--- src/rtl/serial_bus_arbiter.sv ---
// Round-robin arbiter for the shared serial slave bus.
// The granted master's serial outputs are broadcast to every slave. The
// arbiter snoops the start of the granted master's control frame
// (111 | slave ID | ...) to learn the target slave, then routes that
// slave's rD/ready back to the granted master only.
module serial_bus_arbiter #(
  parameter int NUM_MASTERS = 2,
  parameter int SLAVES      = 3,
  parameter int S_ID_WIDTH  = $clog2(SLAVES + 1),
  parameter int M_ID_WIDTH  = (NUM_MASTERS > 1) ? $clog2(NUM_MASTERS) : 1,
  parameter int TIMEOUT     = 16
) (
  input  logic                   clk,
  input  logic                   rstN,
  input  logic [NUM_MASTERS-1:0] m_req,
  output logic [NUM_MASTERS-1:0] m_grant,
  input  logic [NUM_MASTERS-1:0] m_control,
  input  logic [NUM_MASTERS-1:0] m_wD,
  input  logic [NUM_MASTERS-1:0] m_valid,
  input  logic [NUM_MASTERS-1:0] m_last,
  output logic [NUM_MASTERS-1:0] m_rD,
  output logic [NUM_MASTERS-1:0] m_ready,
  output logic                   s_control,
  output logic                   s_wD,
  output logic                   s_valid,
  output logic                   s_last,
  input  logic [SLAVES-1:0]      s_rD,
  input  logic [SLAVES-1:0]      s_ready,
  output logic                   busy,
  output logic [M_ID_WIDTH-1:0]  cur_master,
  output logic                   hdr_err
);

  // Header = start bit + two more 1s + slave ID.
  localparam int HDR_LEN = 3 + S_ID_WIDTH;
  // Only the bits before the last one need storing; the last arrives live.
  localparam int SH_W    = HDR_LEN - 1;
  localparam int CNT_W   = $clog2(HDR_LEN + 1);
  localparam int TO_W    = $clog2(TIMEOUT + 1);

  typedef enum logic [2:0] {
    S_IDLE,
    S_WAIT,
    S_HEADER,
    S_ROUTE,
    S_RELEASE
  } state_t;

  state_t                 state_q, state_d;
  logic [NUM_MASTERS-1:0] grant_q, grant_d;
  logic [M_ID_WIDTH-1:0]  cur_q, cur_d;
  logic [M_ID_WIDTH-1:0]  ptr_q, ptr_d;
  logic [S_ID_WIDTH-1:0]  id_q, id_d;
  logic [SH_W-1:0]        shift_q, shift_d;
  logic [CNT_W-1:0]       cnt_q, cnt_d;
  logic [TO_W-1:0]        to_q, to_d;
  logic                   err_q, err_d;

  // Signals of the currently granted master (all zero when idle).
  logic                   g_req;
  logic                   g_ctrl;
  logic [HDR_LEN-1:0]     shifted;
  logic [S_ID_WIDTH-1:0]  hdr_id;
  logic                   hdr_ok;
  logic                   rr_found;
  logic [M_ID_WIDTH-1:0]  rr_idx;
  logic [M_ID_WIDTH-1:0]  rr_c;
  logic [M_ID_WIDTH-1:0]  ptr_next;
  logic                   do_release;
  logic                   sel_rd;
  logic                   sel_rdy;

  // The grant is one-hot, so AND-reduce-OR acts as the master mux.
  assign g_req     = |(m_req     & grant_q);
  assign g_ctrl    = |(m_control & grant_q);
  assign s_control = g_ctrl;
  assign s_wD      = |(m_wD      & grant_q);
  assign s_valid   = |(m_valid   & grant_q);
  assign s_last    = |(m_last    & grant_q);

  // Header as it would look after this cycle's control bit is shifted in.
  assign shifted = {shift_q, g_ctrl};
  assign hdr_id  = shifted[S_ID_WIDTH-1:0];
  assign hdr_ok  = (shifted[HDR_LEN-1 -: 3] == 3'b111) &&
                   (hdr_id != '0) &&
                   (hdr_id <= S_ID_WIDTH'(SLAVES));

  assign ptr_next = (cur_q == M_ID_WIDTH'(NUM_MASTERS - 1)) ? '0 : cur_q + 1'b1;

  assign m_grant    = grant_q;
  assign busy       = |grant_q;
  assign cur_master = cur_q;
  assign hdr_err    = err_q;

  // Round-robin search: first requester at or after the pointer, wrapping.
  always_comb begin
    // NOTE: every variable written in a combinational block gets a default
    // up front; a path that leaves one unassigned would infer a latch.
    rr_found = 1'b0;
    rr_idx   = '0;
    rr_c     = ptr_q;
    for (int k = 0; k < NUM_MASTERS; k++) begin
      if (!rr_found && m_req[rr_c]) begin
        rr_found = 1'b1;
        rr_idx   = rr_c;
      end
      rr_c = (rr_c == M_ID_WIDTH'(NUM_MASTERS - 1)) ? '0 : rr_c + 1'b1;
    end
  end

  // Return-path select; id_q is non-zero only after a valid header.
  always_comb begin
    sel_rd  = 1'b0;
    sel_rdy = 1'b0;
    for (int j = 0; j < SLAVES; j++) begin
      if (id_q == S_ID_WIDTH'(j + 1)) begin
        sel_rd  = s_rD[j];
        sel_rdy = s_ready[j];
      end
    end
  end

  assign m_rD    = grant_q & {NUM_MASTERS{sel_rd}};
  assign m_ready = grant_q & {NUM_MASTERS{sel_rdy}};

  // Next-state logic: grant, header snoop, timeout and release.
  always_comb begin
    state_d    = state_q;
    grant_d    = grant_q;
    cur_d      = cur_q;
    ptr_d      = ptr_q;
    id_d       = id_q;
    shift_d    = shift_q;
    cnt_d      = cnt_q;
    to_d       = to_q;
    err_d      = 1'b0;
    do_release = 1'b0;

    unique case (state_q)
      S_IDLE: begin
        if (rr_found) begin
          grant_d         = '0;
          grant_d[rr_idx] = 1'b1;
          cur_d           = rr_idx;
          id_d            = '0;
          to_d            = '0;
          state_d         = S_WAIT;
        end
      end
      S_WAIT: begin
        if (g_ctrl) begin
          // The start bit is the first header bit.
          shift_d = SH_W'(1);
          cnt_d   = CNT_W'(1);
          state_d = S_HEADER;
        end else if (to_q == TO_W'(TIMEOUT - 1)) begin
          do_release = 1'b1;
        end else begin
          to_d = to_q + 1'b1;
        end
      end
      S_HEADER: begin
        shift_d = shifted[SH_W-1:0];
        cnt_d   = cnt_q + 1'b1;
        if (cnt_q == CNT_W'(HDR_LEN - 1)) begin
          state_d = S_ROUTE;
          // A bad header leaves the ID at 0, so there is no return path.
          if (hdr_ok) id_d  = hdr_id;
          else        err_d = 1'b1;
        end
      end
      S_ROUTE: begin
        // Frame body is passed through untouched.
      end
      S_RELEASE: begin
        state_d = S_IDLE;
      end
      default: begin
        state_d = S_IDLE;
      end
    endcase

    // Dropping the request ends the transaction from any active state.
    if ((state_q == S_WAIT || state_q == S_HEADER || state_q == S_ROUTE) && !g_req)
      do_release = 1'b1;

    if (do_release) begin
      grant_d = '0;
      cur_d   = '0;
      id_d    = '0;
      ptr_d   = ptr_next;
      err_d   = 1'b0;
      state_d = S_RELEASE;
    end
  end

  // State registers; the asynchronous reset drops the grant immediately.
  always_ff @(posedge clk or negedge rstN) begin
    if (!rstN) begin
      state_q <= S_IDLE;
      grant_q <= '0;
      cur_q   <= '0;
      ptr_q   <= '0;
      id_q    <= '0;
      shift_q <= '0;
      cnt_q   <= '0;
      to_q    <= '0;
      err_q   <= 1'b0;
    end else begin
      // NOTE: sequential state uses non-blocking assignments so every
      // register samples the pre-edge values, independent of statement order.
      state_q <= state_d;
      grant_q <= grant_d;
      cur_q   <= cur_d;
      ptr_q   <= ptr_d;
      id_q    <= id_d;
      shift_q <= shift_d;
      cnt_q   <= cnt_d;
      to_q    <= to_d;
      err_q   <= err_d;
    end
  end

endmodule
--- config.mk ---
export PLATFORM = sky130hd
export DESIGN_NAME = serial_bus_arbiter
export DESIGN_NICKNAME = d
export VERILOG_FILES = /design/src/rtl/serial_bus_arbiter.sv
export SDC_FILE = /design/constraint.sdc
export NUM_CORES = 1
export LEC_CHECK = 0
export CAP_MARGIN = 10
export CORE_MARGIN = 4
export CORE_UTILIZATION = 44
export DETAILED_ROUTE_END_ITERATION = 8
export GPL_ROUTABILITY_DRIVEN = 0
export PLACE_DENSITY_LB_ADDON = 0.25
export RECOVER_POWER = 25
export SLEW_MARGIN = 40
export SYNTH_ARGS = -nofsm -noshare
export SYNTH_HDL_FRONTEND = slang
export SYNTH_SLANG_ARGS = --single-unit
--- constraint.sdc ---
create_clock -name clk -period 1.84 [get_ports clk]
set_clock_uncertainty 0.2 [all_clocks]
set_input_delay 0.276 -clock clk [delete_from_list [all_inputs] [get_ports clk]]
set_output_delay 0.276 -clock clk [all_outputs]
set_load 0.02 [all_outputs]
After elaboration in Yosys (flattened, before gate mapping)

Index checks and enable logic that the tools add are counted.

Add/sub/neg operators: 4
$lt $le $gt $ge: 5
Equal/unequal tests: 18
Multiplexer cells: 50
Bitwise gates (word level): 7
Reductions and logical operators: 27

Operator list:

| cell                                               | number |
|---|---|
| two-way mux 1 bit                                  | 28 |
| two-way mux 3 bit                                  | 5 |
| two-way mux 5 bit                                  | 3 |
| bitwise AND 2 bit                                  | 7 |
| two-way mux 2 bit                                  | 7 |
| != test 3 bit, second input constant               | 4 |
| one-hot mux 3 bit (4 select lines)                 | 1 |
| AND reduction 4 bit                                | 3 |
| OR reduction 2 bit                                 | 6 |
| != test 2 bit, second input constant               | 5 |
| one-hot mux 5 bit (2 select lines)                 | 1 |
| nonzero test 2 bit                                 | 5 |
| one-hot mux 4 bit (2 select lines)                 | 1 |
| == test 3 x 2 -> 1 bit, second input constant      | 2 |
| == test 3 bit, second input constant               | 2 |
| < comparator 1 x 2 -> 1 bit, second input constant | 3 |
| one-hot mux 3 bit (2 select lines)                 | 1 |
| adder 5 x 1 -> 5 bit, second input constant        | 1 |
| == test 5 x 4 -> 1 bit, second input constant      | 1 |
| logical AND 1 bit                                  | 5 |
| == test 2 bit, second input constant               | 2 |
| two-way mux 4 bit                                  | 1 |
| one-hot mux 2 bit (2 select lines)                 | 1 |
| AND reduction 2 bit                                | 2 |
| other kinds (11)                                   | 14 |

Flip-flop bits (word level): 22

Logic depth before layout (Yosys ltp)

Depth after elaboration: 13
Mapped depth: 7
Depth with buffers taken out: 7

Worst setup path before layout

No wires, ideal clock.

Path kind: register to register
Start point: register to_q[0]
End point: register state_q[0]
Library setup time: 0.122 ns
Arrival: 1.662 ns
Data required time: 1.518 ns
Setup slack: -0.143 ns
Stages on the path, launching flop included: 7
Path through: dfrtp_1 > ha_1 > and3_1 > ha_1 > a31oi_1 > nor3_4 > a2111oi_1

Word-level cells in the longest chain between the ends: 7
Elaborated cells on any way between the ends: 11

RTL lines:

| what                                                     | RTL line | source |
|---|---|---|
| start, declared                                          | 56       | `logic [TO_W-1:0] to_q, to_d;` |
| start signal, assigned                                   | 219      | `to_q <= to_d;` |
| == test 5 x 4 -> 1 bit *                                 | 156      | `end else if (to_q == TO_W'(TIMEOUT - 1)) begin` |
| two-way mux 1 bit *                                      | 156      |  |
| two-way mux 1 bit *                                      | 151      | `if (g_ctrl) begin` |
| two-way mux 1 bit *                                      | 139      | `unique case (state_q)` |
| two-way mux 1 bit *                                      | 184      | `if ((state_q == S_WAIT \|\| state_q == S_HEADER \|\| state_q == S_ROUTE) && !g_req)` |
| != test 3 bit (no line) or != test 2 bit (tied branches) | -        |  |
| AND reduction 4 bit (no line)                            | -        |  |
| end signal, assigned                                     | 212      | `state_q <= state_d;` |
| end, declared                                            | 49       | `state_t state_q, state_d;` |

Every way passes the cells marked *; elsewhere a longest branch is shown, timed or not.
A chain may end at the register's enable or synchronous reset.

Final worst setup path

Start point: register id_q[0]
End point: output m_rD[0]

Word-level cells in the longest chain between the ends: 5
Elaborated cells on any way between the ends: 7

RTL lines:

| what                           | RTL line | source |
|---|---|---|
| start, declared                | 53       | `logic [S_ID_WIDTH-1:0] id_q, id_d;` |
| start signal, assigned         | 216      | `id_q <= id_d;` |
| == test 2 x 1 -> 1 bit         | 116      | `if (id_q == S_ID_WIDTH'(j + 1)) begin` |
| two-way mux 1 bit (2 in a row) | 116      |  |
| two-way mux 1 bit *            | 116      |  |
| bitwise AND 2 bit *            | 123      | `assign m_rD = grant_q & {NUM_MASTERS{sel_rd}};` |
| end, declared                  | 21       | `output logic [NUM_MASTERS-1:0] m_rD,` |

Marks and branches as above.

==> run metrics <==
initial drt markers 49; FMAX 512 MHz; Compound-Gate Fraction of Synth Area 20.5%; Total Power 2.36 mW; Finished Cell Area 1990 um^2; clk sinks 21; layout cell share with drive strength beyond 1 42.6%; Comb power frac 58.9%; Die Span Y 61.3 um; fin. max-slew vios 0; GRT overflow 0; power density cells 1190 nW/um^2; Leak 0.891 nW; pin count of the biggest net entering global routing 22; Area after DPL 1750 um^2; DR DRC count 0; sequential share of power 31.7%; met3 usage 3.56%; Synth Net Count 151; met2 GRT Util 33.5%; WP data arrival 1.48 ns; failing checks negative setup slack; Clk Latency, worst-skew pair 0.31 ns; Cell Int Power 1.40 mW; net switching power 967 uW; Critical Path Sink Type output port; Hold Crit Depth 2; top cells by count, synth dfrtp_1 (21), nand2_1 (13), nor2_1 (10); Final setup viols 5; Final Hold Violating Endpoints 0; Place WS -0.411 ns; sequential area share after synthesis 42.1%; R2R Path End to_q[2]$_DFFE_PN0P_; critical path peak fanout 4; starting density of the core 45.7%; share of the synthesized area in the top cell type 42.1%; r2r worst-path depth 7; worst hold path class reg2reg; Mean Syn Cell Area 9.68 um^2; vias 1236; Total GRT Usage 18.5%; Layout Area Growth over Synthesis 59.6%; WL final 3.49 mm; EDFF count, synth 0; first-pass GRT wire length 5.14 mm; CTS tree yes; Hold Startpoint to_q[4]$_DFFE_PN0P_; maximum vdd drop 0.903 mV; # IOs 31; XOR/XNOR share of the synthesized area 2.10%; antenna violations before repair 0; Clock Power Share 9.4%; RR Startpoint to_q[1]$_DFFE_PN0P_; ys async rst share 100%; Most used DFF post-synth dfrtp_1; drt via density 5.47; min Tclk post-route 1.95 ns; H-tree lvl count 1; Syn Std Cell Area 1250 um^2; worst hold margin 0.308 ns; I/O Buffers 30; r2r setup slk -0.03 ns; Final nets 218; CTS Root Cell clkbuf_4; Final WS setup -0.112 ns; total CTS buffers 3; Synth Area in Simple Gates 21.8%; most frequent cell after synthesis dfrtp_1; Synth area leader dfrtp_1; Worst slew margin 25.7%; FP Rows 19; met1 Use GR 21.5%; RSZ-0062 raised after global routing true; drt wl/cell 15.5 um; Tcrit/Tclk final 106%; drt pass-1 iters 4; top cells by area, synth dfrtp_1 (42%), ha_1 (4.0%), nand2_1 (3.9%), nor2_1 (3.0%), nor2b_1 (3.0%); status complete, but fails checks; die span in x 61.3 um; maxcap violations 0; largest family of logic cells by synthesized area simple AND/OR/NAND/NOR gates; Yosys cell types 41; kind of critical path reg2out; fill count 193; Post-DRT Antenna Nets 0; Antenna Cells 0; Die Area 3750 um^2; vias in the first global route 1172; Synth Instances 129; YS warnings 0; hold-fix buffer count after cts 0; post-DP HPWL 2.39 mm; GRT Max-Usage Layer met2; synthesis-stage register bit count 21; Longest Clk Path Bufs 2; type of origin of the critical path flop; core box area 2730 um^2; post-synthesis mux area share 2.61%; Synth Area in Adders 4.01%; Worst Tran Pin Value 1.11 ns; Clock transition at path regs 0.11 ns; worst hold endpoint to_q[4]$_DFFE_PN0P_; Required @ worst endpoint 1.36 ns; Switching Fraction 40.9%
[worst max path at each step]
stage / slack (ns) / from / cells after the start / endpoint
floorplan: -0.007 / m_grant[1]$_DFFE_PN0P_ / 6 / state_q[0]$_DFFE_PN0P_
global placement: -0.33 / s_rD[2] / 5 / m_rD[0]
detailed placement: -0.41 / s_rD[1] / 5 / m_rD[0]
CTS: -0.1 / id_q[0]$_DFFE_PN0P_ / 4 / m_rD[0]
global route: -0.20 / id_q[0]$_DFFE_PN0P_ / 4 / m_rD[0]
finish: -0.11 / id_q[0]$_DFFE_PN0P_ / 4 / m_rD[0]
[kinds of logic (layout without fill, tap and decap cells)]
group	Yosys count	count (layout)
and+or+nand+nor	48	48
AOI/OAI and AO/OA	35	35
DFF	21	21
buffers and inverters	15	81
adders and majority gates	4	4
xor gates and xnor gates	3	3
muxes	3	3
[worst max-delay path: stages (launching register included)]
cell     delay [ns]
dfrtp_2        0.45
mux2_4         0.31
a22oi_2        0.17
nor2b_1        0.07
buf_2          0.16
[state kept, by name, indices dropped and copies added (netlist names)]
register and cells:
m_grant 2, ptr_q 1, id_q 2, hdr_err 1
state_q 3, to_q 5, cnt_q 3, shift_q 4
[metal layers]
metal	share of wire, %	vias up	routed length (um)
li1	-	598	-
met1	39	599	1350
met2	53	34	1870
met3	6.6	5	230
met4	1.3	0	47
met5	0	-	0
[cells in the final DEF (no fill, tap or decap), drive strengths merged, types with 4 or more instances in the layout]
cell type / netlist / final
a21oi: 7 / 7
inv: 7 / 7
buf: 7 / 46
ha: 4 / 4
nand3: 4 / 4
nand2: 13 / 13
clkbuf: 1 / 6
nor2: 11 / 11
o21ai: 7 / 7
dfrtp: 21 / 21
nor2b: 6 / 6
dlygate4sd2: 0 / 4
o31ai: 4 / 4
nor3: 4 / 4
a22oi: 4 / 4
clkdlybuf4s50: 0 / 17
[layout make-up]
class                   count  area (um^2)  area share (%)
inverters                   7         26.3            1.32
well taps                  31         38.8            1.95
flip-flops and latches     21          532            26.7
repair buffers             70          592            29.7
multi-input cells          93          778            39.0
clock buffers               4         26.3            1.32
[through the flow]
step / utilization, % / TNS [ns] / cells
final: 72.9 / -0.408 / 226
after global routing: 72.9 / -1.11 / 226
after CTS: 66.6 / -0.375 / 213
after detailed placement: 63.9 / -4.73 / 205
after global placement: 63.9 / -3.58 / 205
after floorplan: - / -0.00660 / 129
[repair_timing]
action | in CTS | in global routing
setup buffers | 4 | 13
endpoints found under the setup margin | 22 | 21
pin swaps | 10 | 8
gates resized for setup | 43 | 27
[power groups by stage]
stage / Clock, mW / Combinational [mW] / Sequential [mW]
after floorplan: 0 / 0.725 / 0.688
after global placement: 0 / 1.05 / 0.747
after detailed placement: 0 / 1.09 / 0.758
after CTS: 0.225 / 1.13 / 0.745
after global routing: 0.258 / 1.50 / 0.766
final: 0.223 / 1.39 / 0.748
(Power assumes the default switching activity.)
